===== src/rtl/sar_scan_sequencer_pkg.sv =====
// sar_pkg: shared state encoding, SAR constants and result record for the scan sequencer
package sar_pkg;
  localparam int SAR_DATA_W = 4;
  localparam int SAR_LAT = 5;
  typedef enum logic [1:0] {IDLE, SETTLE, SAMPLE, WAIT} sar_seq_state_e;
  typedef struct packed {
    logic [2:0] ch;
    logic [SAR_DATA_W-1:0] data;
  } sar_result_t;
endpackage


===== src/rtl/sar_scan_sequencer_if.sv =====
// sar_scan_sequencer_if: SAR-side conversion signals and result-consumer handshake
interface sar_scan_sequencer_if import sar_pkg::*; #(
  parameter int NUM_CH = 4,
  parameter int DATA_W = SAR_DATA_W
);
  logic [$clog2(NUM_CH)-1:0] ch_sel, res_ch;
  logic sample_sig, adc_valid, res_valid, res_ready;
  logic [DATA_W-1:0] adc_data, res_data;
  modport master(
    output ch_sel, sample_sig, res_valid, res_data, res_ch,
    input adc_valid, adc_data, res_ready
  );
  modport slave(
    input ch_sel, sample_sig, res_valid, res_data, res_ch,
    output adc_valid, adc_data, res_ready
  );
endinterface


===== src/rtl/sar_result_fifo.sv =====
// sar_result_fifo: synchronous result FIFO with occupancy count
module sar_result_fifo #(
  parameter int W = 6,
  parameter int DEPTH = 4
) (
  input  logic clk,
  input  logic rst_n,
  input  logic push,
  input  logic pop,
  input  logic [W-1:0] wdata,
  output logic [W-1:0] rdata,
  output logic valid,
  output logic [$clog2(DEPTH):0] count
);
  localparam int AW = $clog2(DEPTH);
  localparam int CW = AW + 1;
  logic [W-1:0] mem [DEPTH];
  logic [AW-1:0] wp, rp;
  logic do_push, do_pop;
  assign valid = count != '0;
  assign do_pop = pop && valid;
  assign do_push = push && count < CW'(DEPTH);
  assign rdata = valid ? mem[rp] : '0;
  always_ff @(posedge clk)
    if (!rst_n) begin
      wp <= '0;
      rp <= '0;
      count <= '0;
    end else begin
      wp <= wp + AW'(do_push);
      rp <= rp + AW'(do_pop);
      count <= count + CW'(do_push) - CW'(do_pop);
    end
  always_ff @(posedge clk)
    if (do_push) mem[wp] <= wdata;
endmodule


===== src/rtl/sar_scan_sequencer.sv =====
// sar_scan_sequencer: round-robin conversion scheduler driving the SAR core
module sar_scan_sequencer import sar_pkg::*; #(
  parameter int NUM_CH = 4,
  parameter int DATA_W = SAR_DATA_W,
  parameter int SETTLE_CYC = 2,
  parameter int TIMEOUT = 8,
  parameter int FIFO_DEPTH = 4
) (
  input  logic clk,
  input  logic rst_n,
  input  logic en,
  input  logic [NUM_CH-1:0] req,
  input  logic err_clr,
  output logic busy,
  output logic err,
  output logic [$clog2(NUM_CH)-1:0] err_ch,
  sar_scan_sequencer_if.master bus
);
  localparam int CHW = $clog2(NUM_CH);
  localparam int CW = $clog2(TIMEOUT + SETTLE_CYC + 1);
  localparam int FCW = $clog2(FIFO_DEPTH) + 1;
  sar_seq_state_e state, nstate;
  logic [CW-1:0] cnt, cnt_n;
  logic [NUM_CH-1:0] pending;
  logic [CHW-1:0] last_grant, gnt;
  logic [FCW-1:0] fifo_cnt;
  logic [CHW+DATA_W-1:0] head;
  logic do_grant, push, tout;
  // descending scan so the channel nearest after last_grant is assigned last and wins
  always_comb begin
    gnt = last_grant;
    for (int i = NUM_CH; i >= 1; i--)
      if (pending[CHW'((int'(last_grant) + i) % NUM_CH)]) gnt = CHW'((int'(last_grant) + i) % NUM_CH);
  end
  always_comb begin
    nstate = state;
    cnt_n = cnt;
    do_grant = 1'b0;
    push = 1'b0;
    tout = 1'b0;
    unique case (state)
      IDLE: if (en && |pending && fifo_cnt < FCW'(FIFO_DEPTH)) begin
        nstate = SETTLE;
        cnt_n = '0;
        do_grant = 1'b1;
      end
      SETTLE: begin
        cnt_n = cnt + CW'(1);
        nstate = cnt == CW'(SETTLE_CYC - 1) ? SAMPLE : SETTLE;
      end
      SAMPLE: begin
        nstate = WAIT;
        cnt_n = '0;
      end
      WAIT: begin
        cnt_n = cnt + CW'(1);
        push = bus.adc_valid;
        tout = !bus.adc_valid && cnt == CW'(TIMEOUT - 1);
        nstate = push || tout ? IDLE : WAIT;
      end
      default: nstate = IDLE;
    endcase
  end
  always_ff @(posedge clk)
    if (!rst_n) begin
      state <= IDLE;
      cnt <= '0;
      pending <= '0;
      last_grant <= CHW'(NUM_CH - 1);
      bus.ch_sel <= '0;
      err <= 1'b0;
      err_ch <= '0;
    end else begin
      state <= nstate;
      cnt <= cnt_n;
      pending <= (pending & ~(NUM_CH'(do_grant) << gnt)) | req;
      if (do_grant) begin
        last_grant <= gnt;
        bus.ch_sel <= gnt;
      end
      err <= tout || (err && !err_clr);
      if (tout) err_ch <= bus.ch_sel;
    end
  assign bus.sample_sig = rst_n && state == SAMPLE;
  assign busy = state != IDLE;
  assign {bus.res_ch, bus.res_data} = head;
  sar_result_fifo #(.W(CHW + DATA_W), .DEPTH(FIFO_DEPTH)) u_fifo (
    .clk(clk),
    .rst_n(rst_n),
    .push(push),
    .pop(bus.res_ready),
    .wdata({bus.ch_sel, bus.adc_data}),
    .rdata(head),
    .valid(bus.res_valid),
    .count(fifo_cnt)
  );
endmodule

===== src/flat_wrapper.sv =====
// flat-port wrapper written by rule: the top's interface ports become plain ports
module sar_scan_sequencer_flat import sar_pkg::*;
#(
  parameter int NUM_CH = 4,
  parameter int DATA_W = SAR_DATA_W,
  parameter int SETTLE_CYC = 2,
  parameter int TIMEOUT = 8,
  parameter int FIFO_DEPTH = 4
)
  (clk, rst_n, en, req, err_clr, busy, err, err_ch, bus_ch_sel, bus_sample_sig, bus_res_valid, bus_res_data, bus_res_ch, bus_adc_valid, bus_adc_data, bus_res_ready);
  sar_scan_sequencer_if #(.NUM_CH(NUM_CH), .DATA_W(DATA_W)) bus_i ();
  input  logic clk;
  input  logic rst_n;
  input  logic en;
  input  logic [NUM_CH-1:0] req;
  input  logic err_clr;
  output logic busy;
  output logic err;
  output logic [$clog2(NUM_CH)-1:0] err_ch;
  output wire logic [$bits(bus_i.ch_sel)-1:0] bus_ch_sel;
  output wire logic [$bits(bus_i.sample_sig)-1:0] bus_sample_sig;
  output wire logic [$bits(bus_i.res_valid)-1:0] bus_res_valid;
  output wire logic [$bits(bus_i.res_data)-1:0] bus_res_data;
  output wire logic [$bits(bus_i.res_ch)-1:0] bus_res_ch;
  input wire logic [$bits(bus_i.adc_valid)-1:0] bus_adc_valid;
  input wire logic [$bits(bus_i.adc_data)-1:0] bus_adc_data;
  input wire logic [$bits(bus_i.res_ready)-1:0] bus_res_ready;
  assign bus_ch_sel = bus_i.ch_sel;
  assign bus_sample_sig = bus_i.sample_sig;
  assign bus_res_valid = bus_i.res_valid;
  assign bus_res_data = bus_i.res_data;
  assign bus_res_ch = bus_i.res_ch;
  assign bus_i.adc_valid = bus_adc_valid;
  assign bus_i.adc_data = bus_adc_data;
  assign bus_i.res_ready = bus_res_ready;
  sar_scan_sequencer #(.NUM_CH(NUM_CH), .DATA_W(DATA_W), .SETTLE_CYC(SETTLE_CYC), .TIMEOUT(TIMEOUT), .FIFO_DEPTH(FIFO_DEPTH)) u_core (.clk(clk), .rst_n(rst_n), .en(en), .req(req), .err_clr(err_clr), .busy(busy), .err(err), .err_ch(err_ch), .bus(bus_i));
endmodule

===== config.mk =====
export PLATFORM = sky130hd
export DESIGN_NAME = sar_scan_sequencer_flat
export DESIGN_NICKNAME = d
export VERILOG_FILES = /design/src/rtl/sar_scan_sequencer_pkg.sv /design/src/rtl/sar_scan_sequencer_if.sv /design/src/rtl/sar_result_fifo.sv /design/src/rtl/sar_scan_sequencer.sv /design/src/flat_wrapper.sv
export SDC_FILE = /design/constraint.sdc
export NUM_CORES = 1
export LEC_CHECK = 0
export CAP_MARGIN = 20
export CORE_AREA = 2 2 68 70
export CTS_CLUSTER_DIAMETER = 60
export DETAILED_ROUTE_END_ITERATION = 10
export DIE_AREA = 0 0 70 72
export GPL_TIMING_DRIVEN = 0
export HOLD_SLACK_MARGIN = 0.05
export PLACE_DENSITY_LB_ADDON = 0.12
export SYNTH_ARGS = -nofsm -noshare
export SYNTH_HDL_FRONTEND = slang
export SYNTH_SLANG_ARGS = --single-unit

===== constraint.sdc =====
create_clock -name clk -period 2.7 [get_ports clk]
set_input_delay 0.81 -clock clk [delete_from_list [all_inputs] [get_ports clk]]
set_output_delay 0.81 -clock clk [all_outputs]
set_load 0.01 [all_outputs]

==> flow_metrics.py <==
metrics = {
    "status": {
        "outcome": "finished, final reports clean",
    },
    "cts": {
        "h-tree-depth": 2,
        "cts_inserted_buffers": 5,
        "cts_sinks": 48,
        "cts_hold_buf": 0,
        "clock_latency_ns": 0.29,
        "clock_tree.buffer_depth": 2,
        "tritoncts": "built",
        "clk_pin_slew_worst_paths_ns": 0.08,
        "root_buffer": "clkbuf_8",
    },
    "logic_synthesis": {
        "synth.distinct_cells": 47,
        "synth_edf_count": 24,
        "postSynth.asyncResetShare": 0,
        "synth_cells": 169,
        "syn_area_sq_mm": 0.00210,
        "ys.flop_type": "edfxtp_1",
        "avgSynthCellArea_sq_um": 12.4,
        "seq_area_frac_synth": 0.571,
        "ys.warnings.count": 0,
        "ys_ff_latch": 48,
        "synth_nets": 188,
    },
    "final_layout": {
        "final_util": 0.612,
        "fillCellCount": 345,
        "nets": 226,
        "diodes": 0,
        "final_cell_mix": "24 x dfxtp_1, 24 x edfxtp_1, 20 x clkdlybuf4s50_1",
        "syn_to_final_growth_pct": 24.1,
        "drive_gt1_frac": 0.159,
        "final_area_sq_mm": 0.00261,
    },
    "grt": {
        "grt_usage": 0.165,
        "antenna_found_initial": 0,
        "grt_overflow_total": 0,
        "grt_pass1_wl_um": 6440,
        "grt_max_degree": 15,
        "grt_pass1_vias": 1399,
    },
    "timing": {
        "setup_viol": 0,
        "period_share": 0.980,
        "slew_viol_final": 0,
        "min_period_ns": 2.64,
        "timing.fmax_mhz": 378,
        "skew_ns": 0.00381,
        "max_slew_margin": 0.411,
        "worst_pin_slew_ns": 0.875,
        "hold_violations": 0,
    },
    "placed_design": {
        "dpl-instance-area_sq_mm": 0.00244,
        "place_congestion": 0.842,
        "dp_hpwl_um": 2690,
        "portBuffers": 27,
    },
    "power": {
        "p_per_area_mw_per_mm2": 776,
        "switching_share": 0.279,
        "clock_power_share": 0.241,
        "p_seq_frac": 0.439,
        "ir_drop_v": 0.000302,
        "combPwrFrac": 0.320,
        "p_int_uw": 1460,
        "p_leak_uw": 0.000988,
        "power_switching_uw": 565,
    },
    "floorplanning": {
        "coreArea_sq_mm": 0.00426,
        "die_h_um": 72,
        "rows": 24,
        "ios": 28,
        "die_w_um": 70,
        "dieArea_sq_mm": 0.00504,
        "initial_utilization": 0.493,
    },
    "detailed_routing": {
        "num_vias": 1409,
        "ant_nets": 0,
        "vias_per_cell": 5.42,
        "drt_first_pass_iters": 4,
        "routed_wl_um": 3850,
        "wl_per_cell_um": 14.8,
        "dr.first_iter.drc_count": 125,
        "drc": 0,
    },
    "critical_path": {
        "critical_path.top_delay_family": "buffers and inverters",
        "path_buf_inv": 3,
        "crit_required_ns": 1.89,
        "slowest_delay_ns": 0.53,
        "crit_arrival_ns": 1.83,
        "cp_slowest_cell": "clkdlybuf4s50_1",
        "cp_cell_sequence": "clkbuf_4, clkbuf_8, and3b_1, clkdlybuf4s50_1",
        "endpoint_kind": "output pin",
        "setup.worst_path.class": "input pin to output pin",
        "crit_fanout": 10,
        "startpoint_type": "input pin",
    },
    "worst_hold_path": {
        "hp-class": "flop to flop",
    },
    "flow_run": {
        "cap_violations": 0,
    },
}
[through the flow]
stage	std cells	hold WS [ns]	worst slack, ns	total power (uW)	setup TNS (ns)
global route	260	0.560	-0.0255	2150	-0.0255
detailed placement	249	0.508	-0.702	1540	-1.38
global placement	248	0.501	-0.672	1520	-2.63
CTS	258	0.530	0.00292	2040	0
finish	260	0.529	0.0551	2020	0
floorplan	169	0.496	0.269	1290	0
[what timing repair did]
item	in CTS	in global routing
endpoints found under the hold margin	0	0
gates resized for setup	16	6
buffers inserted	3	2
endpoints found under the setup margin	8	3
pin swaps	0	1
[worst min-delay path, stage by stage, from the launching register on]
cell and delay, ns:
dfxtp_1 0.32, mux2i_1 0.12, nor2b_1 0.05
[sequential cells by signal, indices dropped and copies added (netlist names)]
register / count
u_core.u_fifo.mem: 24
u_core.cnt: 4
u_core.pending: 4
u_core.u_fifo.count: 3
u_core.bus.ch_sel: 2
u_core.err_ch: 2
u_core.last_grant: 2
u_core.state: 2
u_core.u_fifo.rp: 2
u_core.u_fifo.wp: 2
u_core.err: 1
[Yosys cell counts (all sizes together) (2+ instances only)]
cell type / number / area share
inv: 6 / 0.011
edfxtp: 24 / 0.34
nor3: 2 / 0.0048
dfxtp: 24 / 0.23
a21oi: 4 / 0.0095
a21boi: 2 / 0.0071
nor2b: 7 / 0.021
mux2i: 2 / 0.0095
buf: 3 / 0.010
nor2: 10 / 0.018
and3: 2 / 0.0083
xnor2: 3 / 0.013
o211ai: 3 / 0.013
xor2: 3 / 0.013
ha: 4 / 0.024
o21ai: 7 / 0.017
nand2b: 3 / 0.0089
a32oi: 2 / 0.0083
nand2: 7 / 0.013
and2: 13 / 0.039
a31oi: 2 / 0.0060
nand3: 4 / 0.0095
clkbuf: 4 / 0.0071
nand4: 2 / 0.0060
o21a: 4 / 0.014
mux4: 6 / 0.064
[final cells by class]
class / count / area, sq um / share of cell area
flip-flops and latches: 48 / 1200 / 0.460
multi-input cells: 108 / 862 / 0.330
repair buffers: 33 / 307 / 0.118
clock buffers: 5 / 68.8 / 0.0264
well taps: 52 / 65.1 / 0.0249
plain buffers: 5 / 45.0 / 0.0173
clock inverters: 3 / 37.5 / 0.0144
inverters: 6 / 22.5 / 0.00863
[per-layer routing]
layer | GRT usage | share of wire | vias to the layer above
met1 | 0.186 | 0.44 | 672
met4 | 0.0769 | 0.017 | 0
met3 | 0.0333 | 0.043 | 8
met5 | 0 | 0 | -
li1 | - | - | 692
met2 | 0.301 | 0.50 | 37
[kinds of logic (layout without fill, tap and decap cells)]
family,count (synthesis),count (layout),share of synthesized area
DFF,48,48,0.571
muxes,8,8,0.0738
and+or+nand+nor,58,58,0.160
adders and majority gates,5,5,0.0333
buffers and inverters,13,52,0.0280
AOI/OAI and AO/OA,31,31,0.108
xor gates and xnor gates,6,6,0.0250
[path summary, 6_finish.rpt]
| path | start | endpoint | slack, ns | cells past startpoint |
|---|---|---|---|---|
| max reg2reg | u_core.u_fifo.count[2]$_SDFF_PN0_ | u_core.u_fifo.count[2]$_SDFF_PN0_ | 0.44 | 9 |
| max | rst_n | bus_sample_sig | 0.06 | 4 |
| min reg2reg | u_core.err_ch[0]$_SDFFE_PN0P_ | u_core.err_ch[0]$_SDFFE_PN0P_ | 0.53 | 2 |
| min | u_core.err_ch[0]$_SDFFE_PN0P_ | u_core.err_ch[0]$_SDFFE_PN0P_ | 0.53 | 2 |
[power by group through the flow]
| stage | clock (uW) | sequential [uW] | combinational [uW] |
|---|---|---|---|
| finish | 489 | 889 | 647 |
| global route | 532 | 898 | 723 |
| CTS | 505 | 885 | 646 |
| detailed placement | 0 | 892 | 649 |
| global placement | 0 | 887 | 634 |
| floorplan | 0 | 879 | 412 |
(Power assumes the default switching activity.)
